**config.mk**
```make
export PLATFORM = sky130hd
export DESIGN_NAME = pe_seq_ctrl
export DESIGN_NICKNAME = d
export VERILOG_FILES = /design/src/rtl/pe_seq_pkg.sv /design/src/rtl/pe_vld_pipe.sv /design/src/rtl/pe_seq_ctrl.sv
export SDC_FILE = /design/constraint.sdc
export NUM_CORES = 1
export LEC_CHECK = 0
export ABC_CLOCK_PERIOD_IN_PS = 3150
export CORE_MARGIN = 10
export CORE_UTILIZATION = 35
export CTS_CLUSTER_DIAMETER = 120
export DETAILED_ROUTE_END_ITERATION = 10
export REMOVE_ABC_BUFFERS = 1
export SLEW_MARGIN = 20
export SYNTH_ARGS = -nofsm -noshare
export SYNTH_HDL_FRONTEND = slang
export SYNTH_SLANG_ARGS = --single-unit
```
**constraint.sdc**
```tcl
create_clock -name clk -period 3.15 [get_ports clk]
set_input_delay 0.315 -clock clk [delete_from_list [all_inputs] [get_ports clk]]
set_output_delay 0.315 -clock clk [all_outputs]
set_load 0.05 [all_outputs]
```
**src/rtl/pe_seq_pkg.sv**
```systemverilog
// Shared types and widths for the PE sequencing controller.
// Holds the FSM encoding, config/counter widths and the delay-line payload.
package pe_seq_pkg;

   localparam int unsigned CFG_W     = 8;
   localparam int unsigned COL_CNT_W = 9;
   localparam int unsigned BIAS_W    = 5;
   localparam int unsigned LAT_DEF   = 2;

   typedef enum logic [2:0] {
      IDLE   = 3'd0,
      LOAD_W = 3'd1,
      ROW    = 3'd2,
      DRAIN  = 3'd3,
      DONE   = 3'd4
   } state_e;

   typedef struct packed {
      logic             vld;
      logic [CFG_W-1:0] row;
      logic [CFG_W-1:0] col;
   } vld_pay_t;

   // Columns streamed per output row: two fill columns plus one per window.
   function automatic logic [COL_CNT_W-1:0] row_len(input logic [CFG_W-1:0] cols);
      return COL_CNT_W'(cols) + COL_CNT_W'(2);
   endfunction

endpackage

```
**src/rtl/pe_vld_pipe.sv**
```systemverilog
// Delay line that tracks which PE result cycles carry a valid window and its coordinates.
// Invalid slots carry an all-zero payload so idle coordinates read as 0.
module pe_vld_pipe
   import pe_seq_pkg::*;
#(
   parameter int unsigned DEPTH = LAT_DEF
) (
   input  logic             clk,
   input  logic             rst,
   input  logic             flush,
   input  logic             in_vld,
   input  logic [CFG_W-1:0] in_row,
   input  logic [CFG_W-1:0] in_col,
   output logic             out_vld,
   output logic [CFG_W-1:0] out_row,
   output logic [CFG_W-1:0] out_col
);

   vld_pay_t stage_q [DEPTH];
   vld_pay_t stage_d [DEPTH];

   // Shift one slot per cycle; flush empties every slot at once.
   always_comb begin
      for (int i = 0; i < int'(DEPTH); i++) begin
         stage_d[i] = '0;
      end
      if (!flush) begin
         if (in_vld) begin
            stage_d[0] = '{vld: 1'b1, row: in_row, col: in_col};
         end
         for (int i = 1; i < int'(DEPTH); i++) begin
            stage_d[i] = stage_q[i-1];
         end
      end
   end

   always_ff @(posedge clk or negedge rst) begin
      if (!rst) begin
         for (int i = 0; i < int'(DEPTH); i++) begin
            stage_q[i] <= '0;
         end
      end else begin
         for (int i = 0; i < int'(DEPTH); i++) begin
            stage_q[i] <= stage_d[i];
         end
      end
   end

   assign out_vld = stage_q[DEPTH-1].vld;
   assign out_row = stage_q[DEPTH-1].row;
   assign out_col = stage_q[DEPTH-1].col;

endmodule

```
**src/rtl/pe_seq_ctrl.sv**
```systemverilog
// Job sequencer for a 3x3 convolution PE: loads weights, streams image columns
// row by row and flags which PE result cycles hold a completed window.
module pe_seq_ctrl
   import pe_seq_pkg::*;
#(
   parameter int unsigned LAT = LAT_DEF
) (
   input  logic              clk,
   input  logic              rst,
   input  logic              start,
   input  logic [CFG_W-1:0]  cfg_cols,
   input  logic [CFG_W-1:0]  cfg_rows,
   input  logic [BIAS_W-1:0] cfg_exp_bias,
   input  logic              w_valid,
   output logic              w_ready,
   input  logic              img_valid,
   output logic              img_ready,
   output logic              pe_en,
   output logic [BIAS_W-1:0] exp_bias,
   output logic              psum_valid,
   output logic [CFG_W-1:0]  out_row,
   output logic [CFG_W-1:0]  out_col,
   output logic              busy,
   output logic              done,
   output logic              err
);

   localparam int unsigned DRN_W = (LAT > 1) ? $clog2(LAT) : 1;

   state_e               state_q,     state_d;
   logic [CFG_W-1:0]     cols_q,      cols_d;
   logic [CFG_W-1:0]     rows_q,      rows_d;
   logic [CFG_W-1:0]     row_cnt_q,   row_cnt_d;
   logic [COL_CNT_W-1:0] col_cnt_q,   col_cnt_d;
   logic [DRN_W-1:0]     drain_cnt_q, drain_cnt_d;
   logic [BIAS_W-1:0]    bias_q,      bias_d;
   logic                 w_ready_q,   w_ready_d;
   logic                 img_ready_q, img_ready_d;
   logic                 busy_q,      busy_d;
   logic                 done_q,      done_d;
   logic                 err_q,       err_d;

   logic                 row_last;
   logic                 job_last;
   logic                 drain_last;
   logic                 pipe_vld;
   logic                 flush;
   logic [CFG_W-1:0]     pipe_col;

   assign row_last   = (col_cnt_q == row_len(cols_q) - COL_CNT_W'(1));
   assign job_last   = (row_cnt_q == rows_q - CFG_W'(1));
   assign drain_last = (drain_cnt_q == DRN_W'(LAT - 1));
   assign pipe_col   = CFG_W'(col_cnt_q - COL_CNT_W'(2));

   // Next-state, counter and registered-output computation.
   always_comb begin
      state_d     = state_q;
      cols_d      = cols_q;
      rows_d      = rows_q;
      bias_d      = bias_q;
      col_cnt_d   = col_cnt_q;
      row_cnt_d   = row_cnt_q;
      drain_cnt_d = drain_cnt_q;
      err_d       = err_q;
      flush       = 1'b0;
      pipe_vld    = 1'b0;

      case (state_q)
         IDLE: begin
            if (start) begin
               bias_d    = cfg_exp_bias;
               cols_d    = cfg_cols;
               rows_d    = cfg_rows;
               col_cnt_d = '0;
               row_cnt_d = '0;
               if ((cfg_cols != '0) && (cfg_rows != '0)) begin
                  state_d = LOAD_W;
                  err_d   = 1'b0;
               end else begin
                  state_d = DONE;
               end
            end
         end
         LOAD_W: begin
            if (w_valid) begin
               state_d = ROW;
            end
         end
         ROW: begin
            if (img_valid) begin
               // The first two columns of a row only prime the window.
               pipe_vld = (col_cnt_q >= COL_CNT_W'(2));
               if (row_last) begin
                  col_cnt_d = '0;
                  if (job_last) begin
                     row_cnt_d   = '0;
                     drain_cnt_d = '0;
                     state_d     = DRAIN;
                  end else begin
                     row_cnt_d = row_cnt_q + CFG_W'(1);
                  end
               end else begin
                  col_cnt_d = col_cnt_q + COL_CNT_W'(1);
               end
            end else if (col_cnt_q != '0) begin
               // A stall inside a row breaks the window; abort the job.
               err_d     = 1'b1;
               flush     = 1'b1;
               col_cnt_d = '0;
               row_cnt_d = '0;
               state_d   = IDLE;
            end
         end
         DRAIN: begin
            if (drain_last) begin
               state_d = DONE;
            end else begin
               drain_cnt_d = drain_cnt_q + DRN_W'(1);
            end
         end
         DONE: begin
            state_d = IDLE;
         end
         default: begin
            state_d = IDLE;
         end
      endcase

      w_ready_d   = (state_d == LOAD_W);
      img_ready_d = (state_d == ROW);
      busy_d      = (state_d != IDLE);
      done_d      = (state_d == DONE);
   end

   always_ff @(posedge clk or negedge rst) begin
      if (!rst) begin
         state_q     <= IDLE;
         cols_q      <= '0;
         rows_q      <= '0;
         row_cnt_q   <= '0;
         col_cnt_q   <= '0;
         drain_cnt_q <= '0;
         bias_q      <= '0;
         w_ready_q   <= 1'b0;
         img_ready_q <= 1'b0;
         busy_q      <= 1'b0;
         done_q      <= 1'b0;
         err_q       <= 1'b0;
      end else begin
         state_q     <= state_d;
         cols_q      <= cols_d;
         rows_q      <= rows_d;
         row_cnt_q   <= row_cnt_d;
         col_cnt_q   <= col_cnt_d;
         drain_cnt_q <= drain_cnt_d;
         bias_q      <= bias_d;
         w_ready_q   <= w_ready_d;
         img_ready_q <= img_ready_d;
         busy_q      <= busy_d;
         done_q      <= done_d;
         err_q       <= err_d;
      end
   end

   pe_vld_pipe #(
      .DEPTH (LAT)
   ) u_vld_pipe (
      .clk     (clk),
      .rst     (rst),
      .flush   (flush),
      .in_vld  (pipe_vld),
      .in_row  (row_cnt_q),
      .in_col  (pipe_col),
      .out_vld (psum_valid),
      .out_row (out_row),
      .out_col (out_col)
   );

   // The PE latches the weight in the handshake cycle itself.
   assign pe_en     = w_ready_q & w_valid;
   assign w_ready   = w_ready_q;
   assign img_ready = img_ready_q;
   assign exp_bias  = bias_q;
   assign busy      = busy_q;
   assign done      = done_q;
   assign err       = err_q;

endmodule

```
==> impl_results.md <==
* Status: finished, violations left
* Failing checks: hold timing
* DR pass1 iterations at 5
* Placeable Area at 11500 um2
* DRT iter0 DRCs at 161
* # port buffers at 53
* Achievable Freq at 363 MHz
* Residual DRC at 0
* Most frequent cells after synthesis: dfrtp_1, nand2_1, buf_4
* Worst reg2reg setup slack at 0.40 ns
* Final Core Density at 0.432
* Synth Cell Area at 4140 um2
* Ranking of synthesized cells by area: dfrtp_1, mux2_2, buf_4
* Number of global-route vias before repair at 3074
* Relative slew margins at 0.507
* Buffers inserted by post-CTS timing repair at 0
* Post-synth EDFFs at 0
* Crit-path leading delay family: simple AND/OR/NAND/NOR gates
* Row count at 39
* Worst-Skew Late Latency at 0.33 ns
* Worst R2R Start: cols_q[0]$_DFFE_PN0P_
* First-pass GRT wire length at 15400 um
* Total GRT Usage at 0.113
* Final hold slack at -0.0108 ns
* Hold Crit Class: primary input to async pin
* Num ports at 54
* Largest net degree at the start of global routing at 82
* Clk buf depth at 2
* Num CTS Buffers at 9
* Clk root buf: clkbuf_16
* Layout cells sized above 1 at 0.127
* Register area share after synthesis at 0.490
* Final net count at 455
* Worst setup SP type: flop
* Final Hold Viols at 4
* CTS tree: yes
* Final worst path period share at 0.874
* Slowest CP cell: dfrtp_1
* Initial Utilization at 0.360
* Synthesis-stage register bit count at 81
* Pleak at 2.14 nW
* Crit. End Element: flop
* Routed length per instance at 15.4 um
* Initial antenna violation count at 0
* Async SR Flop Fraction at 1.00
* Synth warn at 0
* Share of the synthesized area in the top cell type at 0.490
* Chip Width at 129 um
* # resized after CTS at 0
* PwrDens at 846 nW/um2
* Dpl ws at 0.416 ns
* CP peak stage delay at 0.45 ns
* Ys flop type: dfrtp_1
* Clock Sinks at 81
* Worst-path maximum fanout at 11
* Critical Path RT at 3.37 ns
* Mapped Avg Cell Area at 10.6 um2
* Worst clock skew at 0.00583 ns
* Tmin final at 2.75 ns
* Sum Neg Setup Slack at 0 ns
* P&R area growth vs syn at 20.0%
* Critical path, cell by cell: ha_1 -> o21ba_1 -> a221oi_2 -> a21oi_2 -> nor4_4 -> nand2_2 -> or3_1 -> and3_1
* # hold bufs at CTS at 0
* Crit path kind: flop to flop
* RSZ-0062 raised after global routing: no
* Buf/Inv on CP at 0
* Worst slew pin tran at 0.740 ns
* H-tree levels at 3
* Vias per cell at 5.08
* Post-DP HPWL at 6170 um
* Routability cong. at 0.799
* Total number of vias at 2892
* FF-to-FF End: img_ready$_DFF_PN0_
* Global route overflow at 0
* Synthesized instance count at 389
* Data arrival, critical path at 2.98 ns
* Antenna Violating Nets Remaining at 0
* FF-to-FF path depth at 8
* Die H at 129 um
* Worst-path clk slew at 0.07 ns
* Ant. Diodes at 0
* # setup viols final at 0
* Die area at 16600 um2
* Top-count cell post-synth: dfrtp_1
* Largest area contributor in the netlist: dfrtp_1
* Final Worst Setup Slack at 0.398 ns
* Synth cell types at 57
* Final wirelength at 8760 um
* Max-Cap Viols at 0
* Worst vdd ir at 0.615 mV
* Max-slew violations at 0
-- worst reg2reg max path, delay by kind of cell, from the launching register on --
| family | cells | cell delay, ns |
|---|---|---|
| fa+ha+maj | 1 | 0.35 |
| simple gates | 4 | 1.25 |
| compound gates | 3 | 0.60 |
| flops | 1 | 0.45 |
-- metal layers --
| metal | track usage | share of wire | vias up |
|---|---|---|---|
| met3 | 0.0456 | 0.083 | 7 |
| met4 | 0.0388 | 0.0086 | 0 |
| met2 | 0.171 | 0.44 | 90 |
| met5 | 0 | 0 | - |
| li1 | - | - | 1407 |
| met1 | 0.144 | 0.47 | 1388 |
-- registers in the layout (all words and copies together), names as in the netlist --
register            cells
u_vld_pipe.stage_q     17
exp_bias                5
busy                    1
img_ready               1
drain_cnt_q             1
col_cnt_q               9
row_cnt_q               8
state_q                 3
rows_q                  8
done                    1
w_ready                 1
cols_q                  8
u_vld_pipe.out_vld      1
u_vld_pipe.out_col      8
err                     1
u_vld_pipe.out_row      8
-- power by group --
group / leakage (nW) / internal, mW / switching, mW
clock network: 0.147 / 0.646 / 0.446
logic: 0.917 / 0.688 / 0.882
registers: 1.07 / 1.25 / 0.291
total: 2.14 / 2.58 / 1.62
-- through the flow --
stage,cells,cell area [um2],power [mW]
final,569,4970,4.20
after global routing,569,4970,4.49
after CTS,569,4970,4.26
after detailed placement,553,4650,3.14
after global placement,553,4650,3.09
after floorplan,354,3910,2.66
-- area by class of cell --
| class | instances | area (um2) |
|---|---|---|
| clock buffer | 10 | 239 |
| clock inverter | 6 | 73.8 |
| fill | 1132 | 6550 |
| inverter | 17 | 63.8 |
| multi-input combinational | 256 | 1830 |
| sequential | 81 | 2030 |
| tap | 143 | 179 |
| timing repair buffer | 56 | 554 |
-- layout by cell type (no fill, tap or decap), types with 3 or more instances in the layout --
master           count
a211oi_1             6
buf_4                3
mux2_2              19
and3_1               3
nor3_1               4
nand2b_1             3
nand4_1              6
ha_1                 8
o21ai_0             16
o22ai_1              6
dfrtp_1             81
xor2_1              10
nor2_1              20
nor4_1               5
a221oi_1             6
mux2i_1              4
clkdlybuf4s50_1     52
xnor2_1             16
and2_1               3
clkbuf_16            9
a21oi_2              3
and4_1               3
inv_1               17
nand3_1             16
and2b_1              6
a21oi_1              8
nor2b_1             14
nand2_1             33
-- logic make-up after synthesis --
group / synth area share
AOI/OAI and AO/OA: 0.118
xor gates and xnor gates: 0.0589
adders and majority gates: 0.0242
buffers and inverters: 0.0710
DFF: 0.490
muxes: 0.0613
and+or+nand+nor: 0.177
-- worst max-delay path by stage --
stage                                          end             startpoint  slack (ns)  cells after the start
after CTS                      img_ready$_DFF_PN0_  cols_q[0]$_DFFE_PN0P_        0.40                      8
final                          img_ready$_DFF_PN0_  cols_q[0]$_DFFE_PN0P_        0.40                      8
after global placement         img_ready$_DFF_PN0_  cols_q[0]$_DFFE_PN0P_        0.51                      8
after detailed placement       img_ready$_DFF_PN0_  cols_q[0]$_DFFE_PN0P_        0.42                      8
after global routing           img_ready$_DFF_PN0_  cols_q[0]$_DFFE_PN0P_        0.23                      8
after floorplan           row_cnt_q[2]$_DFFE_PN0P_   state_q[2]$_DFF_PN0_        0.36                      4
(Power assumes the default switching activity.)
